[config.mk]
export PLATFORM = sky130hd
export DESIGN_NAME = control_fsm
export DESIGN_NICKNAME = d
export VERILOG_FILES = /design/src/rtl/cpu_pkg.sv /design/src/rtl/op_decoder.sv /design/src/rtl/control_fsm.sv
export SDC_FILE = /design/constraint.sdc
export NUM_CORES = 1
export LEC_CHECK = 0
export CORE_UTILIZATION = 30
export CTS_CLUSTER_SIZE = 25
export DETAILED_ROUTE_END_ITERATION = 8
export GPL_TIMING_DRIVEN = 0
export HOLD_SLACK_MARGIN = 0.08
export RECOVER_POWER = 50
export SYNTH_ARGS = -nofsm -noshare
export SYNTH_HDL_FRONTEND = slang
export SYNTH_SLANG_ARGS = --single-unit
[constraint.sdc]
create_clock -name clk -period 1.72 [get_ports clk]
set_clock_uncertainty 0.05 [all_clocks]
set_input_delay 0.344 -clock clk [delete_from_list [all_inputs] [get_ports clk]]
set_output_delay 0.344 -clock clk [all_outputs]
set_load 0.01 [all_outputs]
[src/rtl/cpu_pkg.sv]
// Shared types for the 8-bit CPU control unit: FSM states, opcodes, ALU codes and
// the bundle of control lines driven into the datapath.
package cpu_pkg;

    typedef enum logic [2:0] {
        FETCH1,
        FETCH2,
        EXEC_ALU,
        LOAD,
        STORE,
        JUMP,
        HALT
    } state_t;

    localparam logic [3:0] OP_NOP  = 4'h0;
    localparam logic [3:0] OP_ADD  = 4'h1;
    localparam logic [3:0] OP_SUB  = 4'h2;
    localparam logic [3:0] OP_AND  = 4'h3;
    localparam logic [3:0] OP_OR   = 4'h4;
    localparam logic [3:0] OP_LD   = 4'h6;
    localparam logic [3:0] OP_ST   = 4'h7;
    localparam logic [3:0] OP_JMP  = 4'h8;
    localparam logic [3:0] OP_HALT = 4'hF;

    localparam logic [2:0] ALU_ADD = 3'b000;
    localparam logic [2:0] ALU_SUB = 3'b001;
    localparam logic [2:0] ALU_AND = 3'b010;
    localparam logic [2:0] ALU_OR  = 3'b011;

    typedef struct packed {
        logic       pc_select;
        logic       pc_enable;
        logic       adr_select;
        logic       ir1_en;
        logic       ir2_en;
        logic       reg_select;
        logic       wd3_select;
        logic       reg_write;
        logic       op1_sel;
        logic       op2_sel;
        logic       alu_out_en;
        logic [2:0] alu_control;
        logic       mem_write;
        logic       halted;
    } ctrl_t;

    // Control lines for a given state; alu only matters in EXEC_ALU.
    function automatic ctrl_t state_outputs(input state_t s, input logic [2:0] alu);
        ctrl_t c;
        c = '0;
        c.alu_control = ALU_ADD;
        case (s)
            FETCH1: begin
                c.ir1_en    = 1'b1;
                c.pc_enable = 1'b1;
                c.op2_sel   = 1'b1;
            end
            FETCH2: begin
                c.ir2_en    = 1'b1;
                c.pc_enable = 1'b1;
                c.op2_sel   = 1'b1;
            end
            EXEC_ALU: begin
                c.reg_select  = 1'b1;
                c.op1_sel     = 1'b1;
                c.alu_control = alu;
                c.wd3_select  = 1'b1;
                c.reg_write   = 1'b1;
                c.alu_out_en  = 1'b1;
            end
            LOAD: begin
                c.adr_select = 1'b1;
                c.reg_write  = 1'b1;
            end
            STORE: begin
                c.adr_select = 1'b1;
                c.mem_write  = 1'b1;
            end
            JUMP: begin
                c.pc_select = 1'b1;
                c.pc_enable = 1'b1;
            end
            HALT:    c.halted = 1'b1;
            default: ;
        endcase
        return c;
    endfunction

endpackage

[src/rtl/op_decoder.sv]
// Combinational opcode decode: picks the execute state entered from FETCH2 and
// the ALU operation used there.
module op_decoder
    import cpu_pkg::*;
(
    input  logic [3:0] opcode,
    output state_t     exec_state,
    output logic [2:0] alu_control
);

    always_comb begin
        exec_state  = FETCH1;
        alu_control = ALU_ADD;
        case (opcode)
            OP_ADD: exec_state = EXEC_ALU;
            OP_SUB: begin
                exec_state  = EXEC_ALU;
                alu_control = ALU_SUB;
            end
            OP_AND: begin
                exec_state  = EXEC_ALU;
                alu_control = ALU_AND;
            end
            OP_OR: begin
                exec_state  = EXEC_ALU;
                alu_control = ALU_OR;
            end
            OP_LD:   exec_state = LOAD;
            OP_ST:   exec_state = STORE;
            OP_JMP:  exec_state = JUMP;
            OP_HALT: exec_state = HALT;
            default: ;
        endcase
    end

endmodule

[src/rtl/control_fsm.sv]
// Multicycle Moore control unit: two fetch cycles, then one execute cycle chosen
// from the opcode held in IR1.
module control_fsm
    import cpu_pkg::*;
(
    input  logic       clk,
    input  logic       reset,
    input  logic [3:0] opcode,
    output logic       pcSelect,
    output logic       pcEnable,
    output logic       adrSelect,
    output logic       ir1En,
    output logic       ir2En,
    output logic       regSelect,
    output logic       wd3Select,
    output logic       regWrite,
    output logic       op1Sel,
    output logic       op2Sel,
    output logic       aluOutEn,
    output logic [2:0] aluControl,
    output logic       memWrite,
    output logic       halted
);

    state_t     state;
    state_t     next_state;
    state_t     exec_state;
    logic [2:0] dec_alu;
    ctrl_t      ctrl;

    op_decoder u_op_decoder (
        .opcode      (opcode),
        .exec_state  (exec_state),
        .alu_control (dec_alu)
    );

    always_comb begin
        next_state = state;
        case (state)
            FETCH1:                      next_state = FETCH2;
            FETCH2:                      next_state = exec_state;
            EXEC_ALU, LOAD, STORE, JUMP: next_state = FETCH1;
            HALT:                        next_state = HALT;
            default:                     next_state = FETCH1;
        endcase
    end

    // Control lines are registered together with the state so they describe the
    // state being entered; IR1 stays put through execute, so the ALU code is stable.
    always_ff @(posedge clk) begin
        if (reset) begin
            state <= FETCH1;
            ctrl  <= state_outputs(FETCH1, ALU_ADD);
        end else begin
            state <= next_state;
            ctrl  <= state_outputs(next_state, dec_alu);
        end
    end

    // Strobes are gated by reset directly so nothing is written in a reset cycle.
    assign pcSelect   = ctrl.pc_select;
    assign pcEnable   = ctrl.pc_enable  & ~reset;
    assign adrSelect  = ctrl.adr_select;
    assign ir1En      = ctrl.ir1_en     & ~reset;
    assign ir2En      = ctrl.ir2_en     & ~reset;
    assign regSelect  = ctrl.reg_select;
    assign wd3Select  = ctrl.wd3_select;
    assign regWrite   = ctrl.reg_write  & ~reset;
    assign op1Sel     = ctrl.op1_sel;
    assign op2Sel     = ctrl.op2_sel;
    assign aluOutEn   = ctrl.alu_out_en & ~reset;
    assign aluControl = ctrl.alu_control;
    assign memWrite   = ctrl.mem_write  & ~reset;
    assign halted     = ctrl.halted     & ~reset;

endmodule

==> results of run 1 <==
metrics by stage:
step	util (%)	instances
floorplan	-	87
global placement	40.1	134
detailed placement	40.1	134
CTS	42.2	139
global route	41.8	139
finish	41.8	139
cell usage after synthesis, types with 2 or more instances:
| master | number |
|---|---|
| xnor2_1 | 2 |
| buf_2 | 4 |
| nor2_1 | 10 |
| clkbuf_1 | 3 |
| a21oi_1 | 5 |
| nor3_1 | 3 |
| o21ai_0 | 4 |
| dfxtp_1 | 15 |
| buf_4 | 5 |
| nand2_1 | 3 |
| nor3b_1 | 2 |
| nor2b_1 | 8 |
repair_timing:
action	4_1_cts	5_1_grt
resized for setup	9	6
buffers inserted	1	0
pin swaps	4	3
endpoints found under the setup margin	10	13
flip-flops by register name, summed over array words and instances, names as in the netlist:
name,cells
pcSelect,1
adrSelect,1
aluControl,2
state,3
ctrl,6
op2Sel,1
regSelect,1
cell families after synthesis:
group	count (synthesis)	share of synthesized area, %
and+or+nand+nor	37	28.9
AOI/OAI and AO/OA	18	18.9
DFF	15	38.7
buffers and inverters	14	10.8
xor gates and xnor gates	2	2.26
other	1	0.483
power groups by stage:
| stage | Sequential (mW) | Combinational, mW | Clock (mW) |
|---|---|---|---|
| 2_1_floorplan | 0.380 | 0.102 | 0 |
| 6_report | 0.372 | 0.156 | 0.191 |
| 5_1_grt | 0.374 | 0.172 | 0.215 |
| 4_1_cts | 0.372 | 0.163 | 0.196 |
| 3_3_place_gp | 0.379 | 0.148 | 0 |
| 3_5_place_dp | 0.380 | 0.153 | 0 |
worst max-delay path, stage by stage:
cell,delay (ns)
clkbuf_1,0.20
nor2b_1,0.16
clkdlybuf4s50_1,0.54
final cells by class:
cell class	count	area (um2)	area share [%]
Buffer	13	88.8	8.66
Clock buffer	4	26.3	2.56
Inverter	1	3.75	0.366
Multi-Input combinational cell	58	399	38.9
Sequential cell	15	302	29.4
Tap cell	30	37.5	3.66
Timing Repair Buffer	18	169	16.5
metal layers:
metal / vias up / track usage [%]
met3: 6 / 1.72
met1: 318 / 15.7
met4: 0 / 10.1
met5: - / 0
met2: 19 / 21.5
li1: 338 / -
worst max path at each step:
stage | to | start | slack [ns]
after floorplan | adrSelect | opcode[1] | 0.09
after global placement | ctrl[1] | opcode[0] | -0.38
after detailed placement | adrSelect | opcode[0] | -0.43
after CTS | ctrl[14] | opcode[2] | 0.01
after global routing | ir1En | reset | 0.008
final | halted | reset | 0.09
==> out/metrics.yaml, run 1 <==
clock_tree:
  cts_sinks: 15
  postCtsHoldBufs: 0
  numCtsBuffers: 3
  cts_tree: "yes"
  clk_pin_slew_ns: 0.08
  cts_root_buf: "clkbuf_4"
  cts_max_path_buffers: 2
  htree_levels: 1
  clk_latency_ns: 0.28
final_layout:
  drive_above_1_share_pct: 21.1
  nets: 116
  layout_common_cells: "14 x dfxtp_1, 10 x clkdlybuf4s50_1, 9 x nor2_1"
  fillCellCount: 276
  final_common_cell: "dfxtp_1"
  design_area_um2: 1030
  diodes: 0
  syn2layout_area_growth_pct: 32.3
route:
  num_vias: 681
  wl_met2_um: 725
  dr.pass1.iters: 4
  top_layer: "met4"
  drtAntennaViolNets: 0
  wl_met3_um: 58
  m1WireLength_um: 697
  routed_wirelength_um: 1530
  viasPerCell: 4.90
  drt_iter0_markers: 6
  drc_errors: 0
  routedWlPerCell_um: 11.0
worst_hold_path:
  whs_path_depth: 3
  hp-start: "opcode[1]"
  hold_path_end: "aluControl[0]"
  min_path_type: "in2reg"
synthesis:
  synthTopCellsByArea: "dfxtp_1 39%, nor2b_1 6.5%, buf_4 4.8%, nor2_1 4.8%, o311ai_4 3.4%"
  synth-seq-area-share_pct: 38.7
  synth-main-ff-cell: "dfxtp_1"
  synth_edf_count: 0
  async_flop_share_pct: 0
  netlist_area_um2: 776
  synth_warnings: 0
  ys_seq_elements: 15
  syn_avg_cell_area_um2: 8.92
  synth_nets: 93
  netlist.area_leader.share_pct: 38.7
  synth_largest_area_cell: "dfxtp_1"
  syn_inst: 87
  yosys.cell_types.count: 35
power_and_ir_drop:
  powerDensity_nw_per_um2: 700
  ir_worst_vdd_v: 0.000307
  sw_frac_of_total_pct: 26.4
  finalPower_uw: 718
  pwr-share-seq_pct: 51.7
  clkPwrFrac_pct: 26.6
  switchingPower_uw: 190
  p_int_uw: 528
  pwr-share-comb_pct: 21.7
  power_leakage_nw: 0.410
worst_setup_path:
  timing.rr.start: "state[0]"
  start_kind: "primary input"
  worstPathMaxFanout: 10
  arrival_ns: 1.24
  ff2ff_setup_slack_ns: 0.21
  worstSetupPathType: "in2out"
  ff2ff_path_depth: 4
  regToRegEndpoint: "ctrl[1]"
  worstPathRequired_ns: 1.33
  end_kind: "primary output"
global_routing:
  track_usage_pct: 13.3
  grt_pass1_vias: 608
  grt.overflow.total: 0
  antenna_found_initial: 0
  grt_pass1_wl_um: 2640
  grt_max_degree: 11
sta:
  setup_tns_ns: 0
  fin_crit_sh_pct: 95.0
  fin_crit_ns: 1.63
  setup_viol: 0
  fin_ws_ns: 0.0864
  timing.final.hold_violations: 0
  drv_slew: 0
  rsz0062_at_grt: "false"
  hold_ws_ns: 0.325
  fmax_mhz: 612
place:
  dp_slack_ns: -0.431
  dp_hpwl_um: 1140
  port_buffers: 17
  dpl_cell_area_um2: 983
  gp_congestion: 0.804
floorplanning:
  start_util_pct: 31.6
  die_x_um: 52.9
  rows: 18
  core_um2: 2450
  die_h_um: 52.9
  dieArea_um2: 2790
  io_pins: 22
outcome:
  status: "complete, no violations"
job:
  cap_viol_max_count: 0
(Power assumes the default switching activity.)
==> run 2, diff against run 1 <==
--- a/config.mk
+++ b/config.mk
@@ -10,6 +10,7 @@
 export DETAILED_ROUTE_END_ITERATION = 8
 export GPL_TIMING_DRIVEN = 0
 export HOLD_SLACK_MARGIN = 0.08
+export PLACE_DENSITY_LB_ADDON = 0.12
 export RECOVER_POWER = 50
 export SYNTH_ARGS = -nofsm -noshare
 export SYNTH_HDL_FRONTEND = slang
==> run 2 against run 1 <==
Global-route usage is 1.1 points lower. Power is 0.85% higher. Sequential share of layout area is 0.35 points lower. Worst setup slack worse by 0.036 ns. Fmax is 2.1% lower. Cell count is 1.4% higher. Wire length is 4.1% lower. Hold slack worse by 0.0063 ns. Combinational power is 3% higher. Non-clock buffer count is 2 higher.
==> out/metrics.yaml, run 2 (same netlist as run 1, synthesis figures left out) <==
outcome:
  status: "complete, no violations"
sta:
  rsz0062_at_grt: "false"
  timing.final.hold_violations: 0  # unchanged
  drv_slew: 0  # unchanged
  fin_crit_sh_pct: 97.0  # +2.1 points
  setup_tns_ns: 0  # unchanged
  fin_ws_ns: 0.0508  # -0.0355 ns
  fin_crit_ns: 1.67  # +0.0355 ns
  setup_viol: 0  # unchanged
  fmax_mhz: 599  # -2.1%
clock_tree:
  cts_tree: "yes"
  cts_sinks: 15  # unchanged
  postCtsHoldBufs: 0  # unchanged
  clk_latency_ns: 0.27  # about the same
  clk_pin_slew_ns: 0.08  # about the same
  numCtsBuffers: 3  # unchanged
  cts_root_buf: "clkbuf_4"
  htree_levels: 1  # unchanged
  cts_max_path_buffers: 2  # unchanged
route:
  dr.pass1.iters: 4  # unchanged
  num_vias: 643  # -5.6%
  viasPerCell: 4.56  # -6.9%
  drc_errors: 0  # unchanged
  routedWlPerCell_um: 10.4  # -5.5%
  drtAntennaViolNets: 0  # unchanged
  routed_wirelength_um: 1470  # -4.1%
  drt_iter0_markers: 18  # +12
global_routing:
  grt_max_degree: 11  # unchanged
  grt.overflow.total: 0  # unchanged
  antenna_found_initial: 0  # unchanged
  track_usage_pct: 12.1  # -1.1 points
  grt_pass1_vias: 549  # -9.7%
  grt_pass1_wl_um: 2410  # -8.6%
worst_setup_path:
  worstPathMaxFanout: 5  # -5
  arrival_ns: 1.84  # +0.60 ns
  start_kind: "primary input"
  crit_chain: "dlygate4sd2_1 -> or4b_1 -> o311ai_4 -> nand2_1 -> and4bb_1"
  worstSetupPathType: "in2reg"
  worstPathRequired_ns: 1.89  # +0.56 ns
  slowest_delay_ns: 0.60  # +0.06 ns
  crit_buf_inv: 1  # -1
  crit_family: "simple AND/OR/NAND/NOR gates"
  end_kind: "flop"
  crit_path_start: "opcode[0]"
  crit_slowest_cell: "or4b_1"
  timing.rr.start: "state[1]"
worst_hold_path:
  hp-start: "opcode[1]"
  min_path_type: "in2reg"
floorplanning:
  dieArea_um2: 2790  # unchanged
  die_x_um: 52.9  # unchanged
  io_pins: 22  # unchanged
  rows: 18  # unchanged
  core_um2: 2450  # unchanged
  start_util_pct: 31.6  # unchanged
  die_h_um: 52.9  # unchanged
job:
  cap_viol_max_count: 0  # unchanged
power_and_ir_drop:
  finalPower_uw: 724  # +0.85%
  power_leakage_nw: 0.423  # +3.3%
  powerDensity_nw_per_um2: 697  # -0.37%
  ir_worst_vdd_v: 0.000258  # -16%
final_layout:
  layout_common_cells: "14 x dfxtp_1, 11 x clkdlybuf4s50_1, 10 x nor2_1"
  largest_register_ffs: 6  # unchanged
  final_common_cell: "dfxtp_1"
  syn2layout_area_growth_pct: 33.9
  diodes: 0  # unchanged
  regMostFlops: "ctrl"
  drive_above_1_share_pct: 20.7  # -0.38 points
  fillCellCount: 265  # -4.0%
  nets: 118  # +1.7%
place:
  dp_slack_ns: -0.414  # +0.0169 ns
  port_buffers: 17  # unchanged
  dp_hpwl_um: 1110  # -3.4%
  gp_congestion: 0.765  # -4.9%
-- run 2: routing by layer --
metal	track usage (%)	wire length (um)
met4	7.89	18
met5	0	0
met3	2.01	79
met1	15.0	704
met2	19.2	669
-- run 2: final timing paths --
check,to,slack [ns],depth (start not counted)
max,pcSelect,0.05,5
min,aluControl[0],0.32,3
max reg2reg,adrSelect,0.17,5
min reg2reg,ctrl[11],0.54,1
-- run 2: layout make-up --
| class | instances | area, um2 | share of cell area (%) |
|---|---|---|---|
| Multi-Input combinational cell | 58 | 389 | 37.5 |
| Sequential cell | 15 | 302 | 29.0 |
| Timing Repair Buffer | 20 | 193 | 18.6 |
| Buffer | 13 | 87.6 | 8.43 |
| Tap cell | 30 | 37.5 | 3.61 |
| Clock buffer | 4 | 26.3 | 2.53 |
| Inverter | 1 | 3.75 | 0.361 |
-- run 2: worst register-to-register path, delay by kind of cell (launching register included) --
family	cells	cell delay, ns
simple gates	2	0.46
compound gates	2	0.45
flops	1	0.31
buf+inv	1	0.19
-- run 2: report_power, final --
| group | internal [mW] | switching [mW] |
|---|---|---|
| Sequential | 0.364 | 0.00726 |
| Clock | 0.0898 | 0.103 |
| Combinational | 0.0809 | 0.0796 |
| Total | 0.535 | 0.190 |
-- run 2: through the flow --
stage / std cells / hold slack (ns) / utilization [%] / area (um2)
after floorplan: 87 / 0.447 / - / 776
after global placement: 134 / 0.510 / 40.1 / 983
after detailed placement: 134 / 0.510 / 40.1 / 983
after CTS: 141 / 0.306 / 42.4 / 1040
after global routing: 141 / 0.332 / 42.3 / 1040
final: 141 / 0.319 / 42.3 / 1040
-- run 2: timing repair --
action	CTS	global route
cloned	0	0
pin swaps	1	2
buffers inserted	3	0
setup endpoints to repair	10	13
resized for setup	5	5
